### config.mk
export PLATFORM = sky130hd
export DESIGN_NAME = ps2_mouse_ctrl
export DESIGN_NICKNAME = d
export VERILOG_FILES = /design/src/rtl/ps2_mouse_pkg.sv /design/src/rtl/ps2_mouse_cursor_accum.sv /design/src/rtl/ps2_mouse_ctrl.sv
export SDC_FILE = /design/constraint.sdc
export NUM_CORES = 1
export LEC_CHECK = 0
export CAP_MARGIN = 10
export CORE_UTILIZATION = 47
export DETAILED_ROUTE_END_ITERATION = 10
export PLACE_DENSITY = 0.66
export SLEW_MARGIN = 25
export SYNTH_ARGS = -nofsm -noshare
export SYNTH_HDL_FRONTEND = slang
export SYNTH_SLANG_ARGS = --single-unit
### constraint.sdc
create_clock -name clk -period 4.25 [get_ports clk]
set_input_delay 0.425 -clock clk [delete_from_list [all_inputs] [get_ports clk]]
set_output_delay 0.425 -clock clk [all_outputs]
set_load 0.01 [all_outputs]
### src/rtl/ps2_mouse_pkg.sv
// Shared types, command/response codes and the init script ROM for the PS/2 mouse controller.
// Define MOUSE_WHEEL_EN to build the IntelliMouse knock and ID read into the script.
package ps2_mouse_pkg;

   localparam logic [7:0] CMD_RESET    = 8'hFF;
   localparam logic [7:0] CMD_ENABLE   = 8'hF4;
   localparam logic [7:0] CMD_SET_RATE = 8'hF3;
   localparam logic [7:0] CMD_GET_ID   = 8'hF2;
   localparam logic [7:0] RSP_ACK      = 8'hFA;
   localparam logic [7:0] RSP_BAT      = 8'hAA;
   localparam logic [7:0] RSP_RESEND   = 8'hFE;
   localparam logic [7:0] RSP_ID_STD   = 8'h00;
   localparam logic [7:0] RSP_ID_WHEEL = 8'h03;

   localparam int IDX_W = 5;
   // Step expecting the device ID byte right after BAT; hot-plug re-entry point.
   localparam logic [IDX_W-1:0] IDX_BAT_ID = 5'd3;

   typedef enum logic [2:0] {
      S_TX, S_EXP, S_B0, S_B1, S_B2, S_B3, S_APPLY
   } mouse_state_t;

   typedef enum logic [1:0] {
      OP_TX, OP_EXP, OP_ID, OP_STREAM
   } script_op_t;

   typedef struct packed {
      script_op_t op;
      logic [7:0] code;
   } script_step_t;

   typedef struct packed {
      logic       y_ovf;
      logic       x_ovf;
      logic       y_sgn;
      logic       x_sgn;
      logic       sync;
      logic       btn_m;
      logic       btn_r;
      logic       btn_l;
      logic [7:0] dx;
      logic [7:0] dy;
      logic [7:0] dz;
   } mouse_packet_t;

   function automatic script_step_t script_rom(input logic [IDX_W-1:0] idx);
      script_step_t s;
      s = '{OP_STREAM, 8'h00};
      case (idx)
         5'd0:  s = '{OP_TX,  CMD_RESET};
         5'd1:  s = '{OP_EXP, RSP_ACK};
         5'd2:  s = '{OP_EXP, RSP_BAT};
         5'd3:  s = '{OP_EXP, RSP_ID_STD};
`ifdef MOUSE_WHEEL_EN
         5'd4:  s = '{OP_TX,  CMD_SET_RATE};
         5'd5:  s = '{OP_EXP, RSP_ACK};
         5'd6:  s = '{OP_TX,  8'hC8};
         5'd7:  s = '{OP_EXP, RSP_ACK};
         5'd8:  s = '{OP_TX,  CMD_SET_RATE};
         5'd9:  s = '{OP_EXP, RSP_ACK};
         5'd10: s = '{OP_TX,  8'h64};
         5'd11: s = '{OP_EXP, RSP_ACK};
         5'd12: s = '{OP_TX,  CMD_SET_RATE};
         5'd13: s = '{OP_EXP, RSP_ACK};
         5'd14: s = '{OP_TX,  8'h50};
         5'd15: s = '{OP_EXP, RSP_ACK};
         5'd16: s = '{OP_TX,  CMD_GET_ID};
         5'd17: s = '{OP_EXP, RSP_ACK};
         5'd18: s = '{OP_ID,  8'h00};
         5'd19: s = '{OP_TX,  CMD_ENABLE};
         5'd20: s = '{OP_EXP, RSP_ACK};
`else
         5'd4:  s = '{OP_TX,  CMD_ENABLE};
         5'd5:  s = '{OP_EXP, RSP_ACK};
`endif
         default: s = '{OP_STREAM, 8'h00};
      endcase
      return s;
   endfunction

   function automatic mouse_state_t step_state(input script_op_t op);
      case (op)
         OP_TX:     return S_TX;
         OP_STREAM: return S_B0;
         default:   return S_EXP;
      endcase
   endfunction

endpackage

### src/rtl/ps2_mouse_cursor_accum.sv
// One cursor axis: sign-extends a 9-bit PS/2 delta, adds or subtracts it, clamps to 0..MAX_POS.
module ps2_mouse_cursor_accum #(
   parameter int POS_W    = 10,
   parameter int MAX_POS  = 639,
   parameter int INIT_POS = 100
)(
   input  logic             clk,
   input  logic             rst,
   input  logic             en,
   input  logic             neg,
   input  logic [8:0]       delta,
   output logic [POS_W-1:0] pos
);
   localparam int SW = POS_W + 2;
   localparam logic signed [SW-1:0] MAX_S = SW'(MAX_POS);

   logic signed [SW-1:0] ext, cur, sum;
   logic [POS_W-1:0]     pos_n;

   // Two guard bits keep the sum exact so the clamp never sees a wrapped value.
   always_comb begin
      ext = {{(SW-9){delta[8]}}, delta};
      cur = {2'b00, pos};
      sum = neg ? (cur - ext) : (cur + ext);
      if (sum[SW-1])
         pos_n = '0;
      else if (sum > MAX_S)
         pos_n = POS_W'(MAX_POS);
      else
         pos_n = sum[POS_W-1:0];
   end

   always_ff @(posedge clk or posedge rst) begin
      if (rst)
         pos <= POS_W'(INIT_POS);
      else if (en)
         pos <= pos_n;
   end

endmodule

### src/rtl/ps2_mouse_ctrl.sv
// PS/2 mouse host: runs the init script over the byte-level tx/rx pair, then decodes stream packets
// into a clamped cursor. Define MOUSE_WHEEL_EN for the IntelliMouse knock and 4-byte wheel packets.
module ps2_mouse_ctrl
   import ps2_mouse_pkg::*;
#(
   parameter int SCREEN_W    = 640,
   parameter int SCREEN_H    = 480,
   parameter int POS_W       = 10,
   parameter int INIT_X      = 100,
   parameter int INIT_Y      = 100,
   parameter int TIMEOUT_CYC = 2_000_000
)(
   input  logic             clk,
   input  logic             rst,
   input  logic             rx_done_tick,
   input  logic [7:0]       rx_dout,
   input  logic             tx_done_tick,
   output logic             wr_ps2,
   output logic [7:0]       din,
   output logic [POS_W-1:0] cursor_x,
   output logic [POS_W-1:0] cursor_y,
   output logic [2:0]       buttons,
   output logic [3:0]       wheel,
   output logic             pkt_valid,
   output logic             init_done,
   output logic             err_tick
);
   localparam int TO_W = $clog2(TIMEOUT_CYC);

   mouse_state_t     state, state_n;
   logic [IDX_W-1:0] idx, idx_n, last_tx, last_tx_n;
   logic [1:0]       retry, retry_n;
   logic [TO_W-1:0]  to_cnt;
   logic             timeout, to_clr, jump, apply, err_n, init_err, rx_match;
   mouse_packet_t    pkt, pkt_n;
   script_step_t     step, nxt_step;
   logic [8:0]       dx, dy;
   logic             unused_bits;
`ifdef MOUSE_WHEEL_EN
   logic             four_byte, four_n;
`endif

   assign step    = script_rom(idx);
   assign timeout = (to_cnt == TO_W'(TIMEOUT_CYC - 1));

`ifdef MOUSE_WHEEL_EN
   assign rx_match = (step.op == OP_ID) ? (rx_dout == RSP_ID_STD || rx_dout == RSP_ID_WHEEL)
                                        : (rx_dout == step.code);
`else
   assign rx_match = (rx_dout == step.code);
`endif

   always_comb begin
      state_n   = state;
      idx_n     = idx;
      last_tx_n = last_tx;
      retry_n   = retry;
      pkt_n     = pkt;
      err_n     = 1'b0;
      init_err  = 1'b0;
      apply     = 1'b0;
      jump      = 1'b0;
`ifdef MOUSE_WHEEL_EN
      four_n    = four_byte;
`endif
      case (state)
         S_TX: begin
            last_tx_n = idx;
            if (tx_done_tick) begin
               idx_n = idx + IDX_W'(1);
               jump  = 1'b1;
            end else if (timeout) begin
               init_err = 1'b1;
            end
         end
         S_EXP: begin
            if (rx_done_tick) begin
               if (rx_match) begin
                  idx_n   = idx + IDX_W'(1);
                  retry_n = '0;
                  jump    = 1'b1;
`ifdef MOUSE_WHEEL_EN
                  if (step.op == OP_ID) four_n = (rx_dout == RSP_ID_WHEEL);
`endif
               end else if (rx_dout == RSP_RESEND && retry != 2'd3) begin
                  retry_n = retry + 2'd1;
                  idx_n   = last_tx;
                  jump    = 1'b1;
               end else begin
                  init_err = 1'b1;
               end
            end else if (timeout) begin
               init_err = 1'b1;
            end
         end
         S_B0: begin
            // Idle mouse is legal here, so no timeout; AA means the device was re-plugged.
            if (rx_done_tick) begin
               if (rx_dout == RSP_BAT) begin
                  idx_n   = IDX_BAT_ID;
                  retry_n = '0;
                  jump    = 1'b1;
               end else if (!rx_dout[3]) begin
                  err_n = 1'b1;
               end else begin
                  pkt_n[31:24] = rx_dout;
                  pkt_n.dz     = 8'h00;
                  state_n      = S_B1;
               end
            end
         end
         S_B1: begin
            if (rx_done_tick) begin
               pkt_n.dx = rx_dout;
               state_n  = S_B2;
            end else if (timeout) begin
               err_n   = 1'b1;
               state_n = S_B0;
            end
         end
         S_B2: begin
            if (rx_done_tick) begin
               pkt_n.dy = rx_dout;
`ifdef MOUSE_WHEEL_EN
               state_n  = four_byte ? S_B3 : S_APPLY;
`else
               state_n  = S_APPLY;
`endif
            end else if (timeout) begin
               err_n   = 1'b1;
               state_n = S_B0;
            end
         end
`ifdef MOUSE_WHEEL_EN
         S_B3: begin
            if (rx_done_tick) begin
               pkt_n.dz = rx_dout;
               state_n  = S_APPLY;
            end else if (timeout) begin
               err_n   = 1'b1;
               state_n = S_B0;
            end
         end
`endif
         S_APPLY: begin
            apply   = 1'b1;
            state_n = S_B0;
         end
         default: state_n = S_TX;
      endcase

      if (init_err) begin
         err_n   = 1'b1;
         idx_n   = '0;
         retry_n = '0;
         jump    = 1'b1;
      end
      nxt_step = script_rom(idx_n);
      if (jump) state_n = step_state(nxt_step.op);
   end

   assign to_clr = rx_done_tick | jump | (state_n != state);

   always_ff @(posedge clk or posedge rst) begin
      if (rst)
         to_cnt <= '0;
      else if (to_clr)
         to_cnt <= '0;
      else if (!timeout)
         to_cnt <= to_cnt + TO_W'(1);
   end

   // Outputs are registered from next-state so wr_ps2 is low throughout reset.
   always_ff @(posedge clk or posedge rst) begin
      if (rst) begin
         state     <= S_TX;
         idx       <= '0;
         last_tx   <= '0;
         retry     <= '0;
         pkt       <= '0;
         wr_ps2    <= 1'b0;
         din       <= 8'h00;
         init_done <= 1'b0;
         err_tick  <= 1'b0;
         pkt_valid <= 1'b0;
         buttons   <= 3'b000;
      end else begin
         state     <= state_n;
         idx       <= idx_n;
         last_tx   <= last_tx_n;
         retry     <= retry_n;
         pkt       <= pkt_n;
         wr_ps2    <= (state_n == S_TX);
         din       <= (state_n == S_TX) ? nxt_step.code : 8'h00;
         init_done <= (state_n inside {S_B0, S_B1, S_B2, S_B3, S_APPLY});
         err_tick  <= err_n;
         pkt_valid <= apply;
         if (apply) buttons <= {pkt.btn_m, pkt.btn_r, pkt.btn_l};
      end
   end

`ifdef MOUSE_WHEEL_EN
   always_ff @(posedge clk or posedge rst) begin
      if (rst) begin
         four_byte <= 1'b0;
         wheel     <= 4'd0;
      end else begin
         four_byte <= four_n;
         if (apply) wheel <= four_byte ? pkt.dz[3:0] : 4'd0;
      end
   end
   assign unused_bits = ^{pkt.sync, pkt.dz[7:4]};
`else
   assign wheel       = 4'd0;
   assign unused_bits = ^{pkt.sync, pkt.dz};
`endif

   // An overflowed axis contributes nothing rather than a garbage delta.
   assign dx = pkt.x_ovf ? 9'd0 : {pkt.x_sgn, pkt.dx};
   assign dy = pkt.y_ovf ? 9'd0 : {pkt.y_sgn, pkt.dy};

   ps2_mouse_cursor_accum #(
      .POS_W(POS_W), .MAX_POS(SCREEN_W - 1), .INIT_POS(INIT_X)
   ) u_acc_x (
      .clk(clk), .rst(rst), .en(apply), .neg(1'b0), .delta(dx), .pos(cursor_x)
   );

   ps2_mouse_cursor_accum #(
      .POS_W(POS_W), .MAX_POS(SCREEN_H - 1), .INIT_POS(INIT_Y)
   ) u_acc_y (
      .clk(clk), .rst(rst), .en(apply), .neg(1'b1), .delta(dy), .pos(cursor_y)
   );

endmodule

---- Word level (Yosys, flattened, before mapping) ----
Index checks and enable logic that the tools add are counted.
storage, ports and cells
  bits of input ports ..................... 12
  output and inout port bits .............. 39
  word-level logic and storage cells ...... 136
  register bits ........................... 94
cells by class
  mux-type cells .......................... 56
  order comparisons ....................... 2
  $add $sub $neg .......................... 5
  bitwise logic cells ..................... 3
  equal/unequal tests ..................... 32
  reduce and logical (&&, ||, !) cells .... 16
operator list
  operator                                                          number
  case mux 10 bit (5 select lines)                                  1
  2-to-1 mux 21 bit                                                 2
  2-to-1 mux 10 bit                                                 4
  case mux 8 bit (5 select lines)                                   1
  2-to-1 mux 5 bit                                                  7
  adder 21 x 1 -> 21 bit (second input constant)                    1
  == test 21 bit (second input constant)                            1
  2-to-1 mux 3 bit                                                  7
  == test 5 x 2 -> 1 bit (second input constant)                    4
  == test 5 x 3 -> 1 bit (second input constant)                    4
  2-to-1 mux 1 bit                                                  18
  2-to-1 mux 9 bit                                                  2
  == test 8 bit (second input constant)                             2
  == test 3 bit (second input constant)                             5
  case mux 3 bit (5 select lines)                                   1
  case mux 5 bit (3 select lines)                                   1
  adder 11 x 9 -> 12 bit                                            1
  == test 3 x 2 -> 1 bit (second input constant)                    4
  greater-than comparator 12 x 10 -> 1 bit (second input constant)  1
  greater-than comparator 12 x 11 -> 1 bit (second input constant)  1
  2-to-1 mux 2 bit                                                  6
  subtractor 11 x 9 -> 12 bit                                       1
  == test 5 x 1 -> 1 bit (second input constant)                    2
  zero test 5 bit                                                   2
  other kinds (25)                                                  35

---- Longest topological paths before layout ----
  depth after elaboration ................. 17
  mapped depth ............................ 13
  depth with buffers taken out ............ 13

---- Hierarchy ----
Synthesis repeated with hierarchy kept, for this count alone.
unflattened totals
  cells, all modules ...................... 736
  area, all modules ....................... 6630.1 sq um
modules (own cells, without submodules)
  module                            sequential area each (sq um)  times used  cells an instance  area each (sq um)
  ps2_mouse_ctrl                    1776.7                        1           440                4159.0
  ps2_mouse_cursor_accum (u_acc_x)  254.0                         1           151                1258.7
  ps2_mouse_cursor_accum (u_acc_y)  254.0                         1           145                1212.4

---- Worst setup path before layout ----
No wires, ideal clock.
  path type ............................... flip-flop to flip-flop
  from .................................... register idx[0]
  to ...................................... register din[5]
  data arrival time ....................... 3.088 ns
  setup slack ............................. 1.023 ns
  cell stages (with the launch flop) ...... 14
  required time ........................... 4.112 ns
  setup time .............................. 0.138 ns
  clock period less this slack ............ 3.227 ns
  buffers on the path ..................... 1
  cell sequence ........................... dfrtp_1 > clkbuf_1 > inv_1 > ha_1 > or3_4 > and4_4 > nor3_4 > a311oi_4 > or2_4 > or4_4 > nor2_4 > nor2_1 > o21ai_2 > a21oi_1
on the way
  cells in the longest elaborated chain, start to end .. 16
  elaborated cells between the ends (all ways) .. 39
  classes of those cells .................. add/sub: 1; eq/ne: 12; mux: 20; reduce/logical: 6
ends and longest elaborated chain
  what                                                                                       RTL line               text
  from (decl)                                                                                ps2_mouse_ctrl.sv:31   logic [IDX_W-1:0] idx, idx_n, last_tx, last_tx_n;
  from (signal assigned)                                                                     ps2_mouse_ctrl.sv:189  idx <= idx_n;
  == test 5 x 3 -> 1 bit / == test 5 x 1 -> 1 bit (equally long branches)                    ps2_mouse_pkg.sv:49    case (idx)
  OR reduction 2 bit (no line)                                                               n/a
  case mux 8 bit (5 select lines)                                                            ps2_mouse_pkg.sv:49
  == test 8 bit                                                                              ps2_mouse_ctrl.sv:50   assign rx_match = (rx_dout == step.code);
  2-to-1 mux 5 bit / 2-to-1 mux 1 bit (equally long branches)                                ps2_mouse_ctrl.sv:78   if (rx_match) begin
  2-to-1 mux 5 bit / 2-to-1 mux 1 bit (equally long branches)                                ps2_mouse_ctrl.sv:77   if (rx_done_tick) begin
  case mux 5 bit (3 select lines) / case mux 1 bit (2 select lines) (equally long branches)  ps2_mouse_ctrl.sv:66   case (state)
  2-to-1 mux 5 bit                                                                           ps2_mouse_ctrl.sv:152  if (init_err) begin
  == test 5 x 3 -> 1 bit / == test 5 x 1 -> 1 bit (equally long branches)                    ps2_mouse_pkg.sv:49
  OR reduction 2 bit (no line)                                                               n/a
  case mux 10 bit (5 select lines)                                                           ps2_mouse_pkg.sv:49
  == test 2 bit / zero test 2 bit (equally long branches)                                    ps2_mouse_pkg.sv:82    case (op)
  case mux 2 bit (2 select lines)                                                            ps2_mouse_pkg.sv:82
  2-to-1 mux 3 bit                                                                           ps2_mouse_ctrl.sv:159  if (jump) state_n = step_state(nxt_step.op);
  zero test 3 bit                                                                            ps2_mouse_ctrl.sv:194  din <= (state_n == S_TX) ? nxt_step.code : 8'h00;
  2-to-1 mux 8 bit *                                                                         ps2_mouse_ctrl.sv:194
  to (signal assigned)                                                                       ps2_mouse_ctrl.sv:194
  to (decl)                                                                                  ps2_mouse_ctrl.sv:19   output logic [7:0] din,
Every way passes the cells marked *; elsewhere a longest branch is shown, timed or not.
A chain may end at the register's enable or synchronous reset.

---- Worst setup path in the final report ----
  from .................................... register idx[0]
  to ...................................... register to_cnt[6]
on the way
  cells in the longest elaborated chain, start to end .. 17
  elaborated cells between the ends (all ways) .. 42
  classes of those cells .................. add/sub: 1; eq/ne: 14; mux: 20; bitwise: 2; reduce/logical: 5
ends and longest elaborated chain
  what                                                                                       RTL line               text
  == test 5 x 3 -> 1 bit / == test 5 x 1 -> 1 bit (equally long branches)                    ps2_mouse_pkg.sv:49
  OR reduction 2 bit (no line)                                                               n/a
  case mux 8 bit (5 select lines)                                                            ps2_mouse_pkg.sv:49
  == test 8 bit                                                                              ps2_mouse_ctrl.sv:50
  2-to-1 mux 5 bit / 2-to-1 mux 1 bit (equally long branches)                                ps2_mouse_ctrl.sv:78
  2-to-1 mux 5 bit / 2-to-1 mux 1 bit (equally long branches)                                ps2_mouse_ctrl.sv:77
  case mux 5 bit (3 select lines) / case mux 1 bit (2 select lines) (equally long branches)  ps2_mouse_ctrl.sv:66
  2-to-1 mux 5 bit                                                                           ps2_mouse_ctrl.sv:152
  == test 5 x 3 -> 1 bit / == test 5 x 1 -> 1 bit (equally long branches)                    ps2_mouse_pkg.sv:49
  OR reduction 2 bit (no line)                                                               n/a
  case mux 10 bit (5 select lines)                                                           ps2_mouse_pkg.sv:49
  == test 2 bit / zero test 2 bit (equally long branches)                                    ps2_mouse_pkg.sv:82
  case mux 2 bit (2 select lines)                                                            ps2_mouse_pkg.sv:82
  2-to-1 mux 3 bit                                                                           ps2_mouse_ctrl.sv:159
  != test 3 bit                                                                              ps2_mouse_ctrl.sv:162  assign to_clr = rx_done_tick | jump | (state_n != state);
  bitwise OR 1 bit *                                                                         ps2_mouse_ctrl.sv:162
  != test 2 x 1 -> 1 bit (no line) / 2-to-1 mux 21 bit (equally long branches)               n/a
  to (signal assigned)                                                                       ps2_mouse_ctrl.sv:170  to_cnt <= to_cnt + TO_W'(1);
  to (decl)                                                                                  ps2_mouse_ctrl.sv:33   logic [TO_W-1:0] to_cnt;
Marks and branches as above.

==> summary by stage <==
Critical path
The worst setup path is launched from a flip-flop. The reg2reg setup slack is 0.59 ns. For the worst flop-to-flop path, the logic depth is 10. The data required time at the worst endpoint is 4.50 ns. At the worst endpoint, the arrival time is 3.90 ns. The number of buffers and inverters on the critical path is 1. The setup path with the least slack is of type flip-flop to flip-flop. The cell with the largest stage delay on the worst path is sky130_fd_sc_hd__or3_1. The critical-path maximum fanout is 21. The capturing element type of the critical path is a flip-flop. The critical path depth in cells is 10.

For this run, the slowest stage of the critical path takes 0.70 ns. The signal on the critical path passes through inv_1 > ha_1 > or3_4 > and4_4 > nor3_4 > a311oi_4 > nor2_2 > o211ai_2 > or3_1 > a311oi_1. The largest delay contributor family on the critical path is simple AND/OR/NAND/NOR gates.

Drt
The detailed router's first-iteration violation count is 256. The pre-antenna-repair detailed-routing pass consisted of 5 iterations. The number of nets with antenna violations after routing is 0. In the routed layout, each cell is associated on average with a via count of 5.65. The final layout contains routed wiring with a total length of 12,900 um. The DRC violation count after routing is 0.

The via count is 4,595. In the final routed layout, each cell accounts on average for 15.9 um.

Yosys
The synthesized netlist devotes 4.88% of its cell area to XOR and XNOR gates. The Yosys step of the flow raised 0 warnings. Ranked by total cell area, the synthesized netlist is headed by sky130_fd_sc_hd__dfrtp_1, sky130_fd_sc_hd__ha_1, sky130_fd_sc_hd__mux2_2, sky130_fd_sc_hd__nand2_1, sky130_fd_sc_hd__nor2_1. Summed over its instances, the top area cell type makes up 37.1% of the synthesized netlist area.

Synthesis instantiated 73 different standard cells from the library. By area, the combinational part of the netlist is dominated by simple AND/OR/NAND/NOR gates. Counting flops and latches in the post-synthesis netlist gives 91. The number of enable-type register cells in the synthesized netlist is 0. Multiplexer cells account for 6.17% of the synthesized area. The synthesized netlist devotes 6.80% of its cell area to adder and majority cells. In the synthesized netlist, the number of instances is 625.

The area fraction in compound gates after synthesis is 15.3%. Dividing the synthesized area by the synthesized cell count gives 9.18 um2. The leading register cell type out of synthesis is sky130_fd_sc_hd__dfrtp_1.

sky130_fd_sc_hd__dfrtp_1 takes more of the synthesized area than any other cell. The part of the Yosys area used for sequential elements is 39.8%. Counting flops with an async set or reset pin after synthesis yields a share of 100%. The synthesized netlist occupies a cell area of 5740 um2. Of the total synthesized cell area, the portion taken by AND, OR, NAND and NOR gates is 23.1%.

Clock network
Buffers inserted to repair hold after CTS numbered 0. Clock-pin slew was measured on the worst setup and hold paths at 0.07 ns. The number of buffers created by CTS is 9. The maximum buffer depth of the clock tree is 2.

The number of sinks on the clock net is 91. The clock root buffer is sky130_fd_sc_hd__clkbuf_16. The clock reaches the later pin of the worst-skew pair after 0.35 ns. In this run the post-CTS setup repair buffer count came out at 0. The post-cts gate resize count is 0. The total number of H-tree levels is 3.

The clock tree from TritonCTS is yes.

Finish
The final layout contains 707 nets. Leaving out fill and tap cells, the most frequent cell in the layout is sky130_fd_sc_hd__dfrtp_1. The number of inserted diodes is 0. From synthesis to final layout, the design area changed by 14.7%. The share of cells above drive strength 1 is 12.5%. Leaving out fill and tap cells, the most frequent cells in the layout are sky130_fd_sc_hd__dfrtp_1, sky130_fd_sc_hd__nand2_1, sky130_fd_sc_hd__nor2_1, sky130_fd_sc_hd__clkdlybuf4s50_1, sky130_fd_sc_hd__a21oi_1.

Timing
The highest attainable clock frequency is 273 MHz. The accumulated negative setup slack is 0 ns. The final count of negative-setup-slack endpoints is 0. The final critical delay including setup and external delays is 3.66 ns. The slew at the pin closest to its max-slew limit is 0.805 ns. The worst relative slew slack is 46.3%. Dividing the final minimum period by the clock period gives 86.1%. The final-report max-slew violation count was 0. Setup repair after global routing left no endpoint under its margin. The number of hold-slack violations in the final timing report is 0. On the final layout, the worst hold slack is 0.362 ns. The clock arrives with 0.00826 ns of skew.

Run status
The run finished with clean final reports.

Floorplan
The die span in x is 113 um. The starting utilization of the core area is 49.2%. The core region is 11,700 um2. The die covers 12,700 um2. The floorplan step set the die height to 113 um. The total I/O pin count is 51. The number of placement rows is 39.

Global route
The number of global-route vias before repair is 4,563. Global routing used 22.2% of the available tracks across all layers. The global-route wire length before repair is 22,300 um.

The number of antenna violations at the first check in global routing came to 0. For this run the aggregate overflow at the end of global routing stands at 0. The maximum number of pins on one net before global-route repair is 44.

Placed design
The placed wire-length estimate after detailed placement is 9570 um. At the end of routability-driven placement, the weighted congestion stood at 0.922. During placement, the flow inserted port buffers numbering 46.

Min path
In this run the worst hold path is classified as primary input to async pin.

Pwr
In this run the power density over the cells is 734 nW/um2. In this run the static leakage power is 0.00290 uW. Summing internal, switching and leakage power gives 4830 uW. The maximum ir drop on the vdd rail is 310 uV.

Job
The number of maximum-capacitance violations is 0.
[path summary, 6_finish.rpt]
check	from	endpoint
hold / removal	rst	u_acc_x.pos[1]
max in group asynchronous	rst	u_acc_y.pos[6]
hold reg to reg	buttons[0]	buttons[0]
setup reg to reg	idx[0]	to_cnt[6]
setup / recovery	idx[0]	to_cnt[6]
min in group clk	buttons[0]	buttons[0]
[where the power goes]
| part | internal [uW] | leakage (uW) | switching, uW |
|---|---|---|---|
| logic | 1210 | 0.00160 | 1380 |
| registers | 1170 | 0.00117 | 299 |
| clock network | 430 | 0.000136 | 340 |
[cell type report]
type / instances / area [um2]
clock buffer: 13 / 260
clock inverter: 3 / 21.3
fill: 1029 / 5080
inverter: 22 / 83.8
multi-input combinational: 488 / 3240
sequential: 91 / 2280
tap: 143 / 179
timing repair buffer: 53 / 513
[through the flow]
stage                     setup slack (ns)  utilization, %  instance area [um2]  instances
final                                0.593            56.4                 6580        813
after CTS                            0.588            56.4                 6580        813
after floorplan                       1.02               -                 5750        628
after global placement               0.739            54.0                 6300        797
after global routing                 0.303            56.4                 6580        813
after detailed placement             0.623            54.0                 6300        797
[kinds of logic after synthesis]
group | Yosys count
AO/OA/AOI/OAI | 130
XOR/XNOR | 32
adder cells (fa/ha/maj) | 30
buffers and inverters | 49
flip-flops | 91
multiplexers | 32
other | 1
AND/OR/NAND/NOR | 260
[routing by layer]
metal	GRT usage, %	wire length, um	vias to the layer above
li1	-	-	2269
met1	29.3	5910	2190
met2	36.6	6250	107
met3	3.19	437	29
met4	9.33	296	0
met5	0	0	-
[Yosys cell counts (all sizes together) (4+ instances only)]
cell / count
o21ai: 37
nor3: 18
nor2: 64
or2: 7
nor2b: 19
mux2: 27
nand4: 7
a21oi: 32
nand3: 22
and2: 5
clkbuf: 13
or3: 9
o22ai: 5
o21bai: 4
inv: 22
nand2b: 13
dfstp: 6
xor2: 16
nand2: 73
dfrtp: 85
a22oi: 4
ha: 28
o211ai: 5
mux2i: 5
a31oi: 7
a311oi: 4
a21o: 6
buf: 14
xnor2: 16
and3: 8
[flip-flops by register name (all words and copies together), names as in the netlist, 2 cells and up]
| name | flops |
|---|---|
| buttons | 3 |
| din | 5 |
| idx | 5 |
| last_tx | 5 |
| pkt | 23 |
| retry | 2 |
| state | 3 |
| to_cnt | 21 |
| u_acc_x.pos | 10 |
| u_acc_y.pos | 10 |
(Power assumes the default switching activity.)
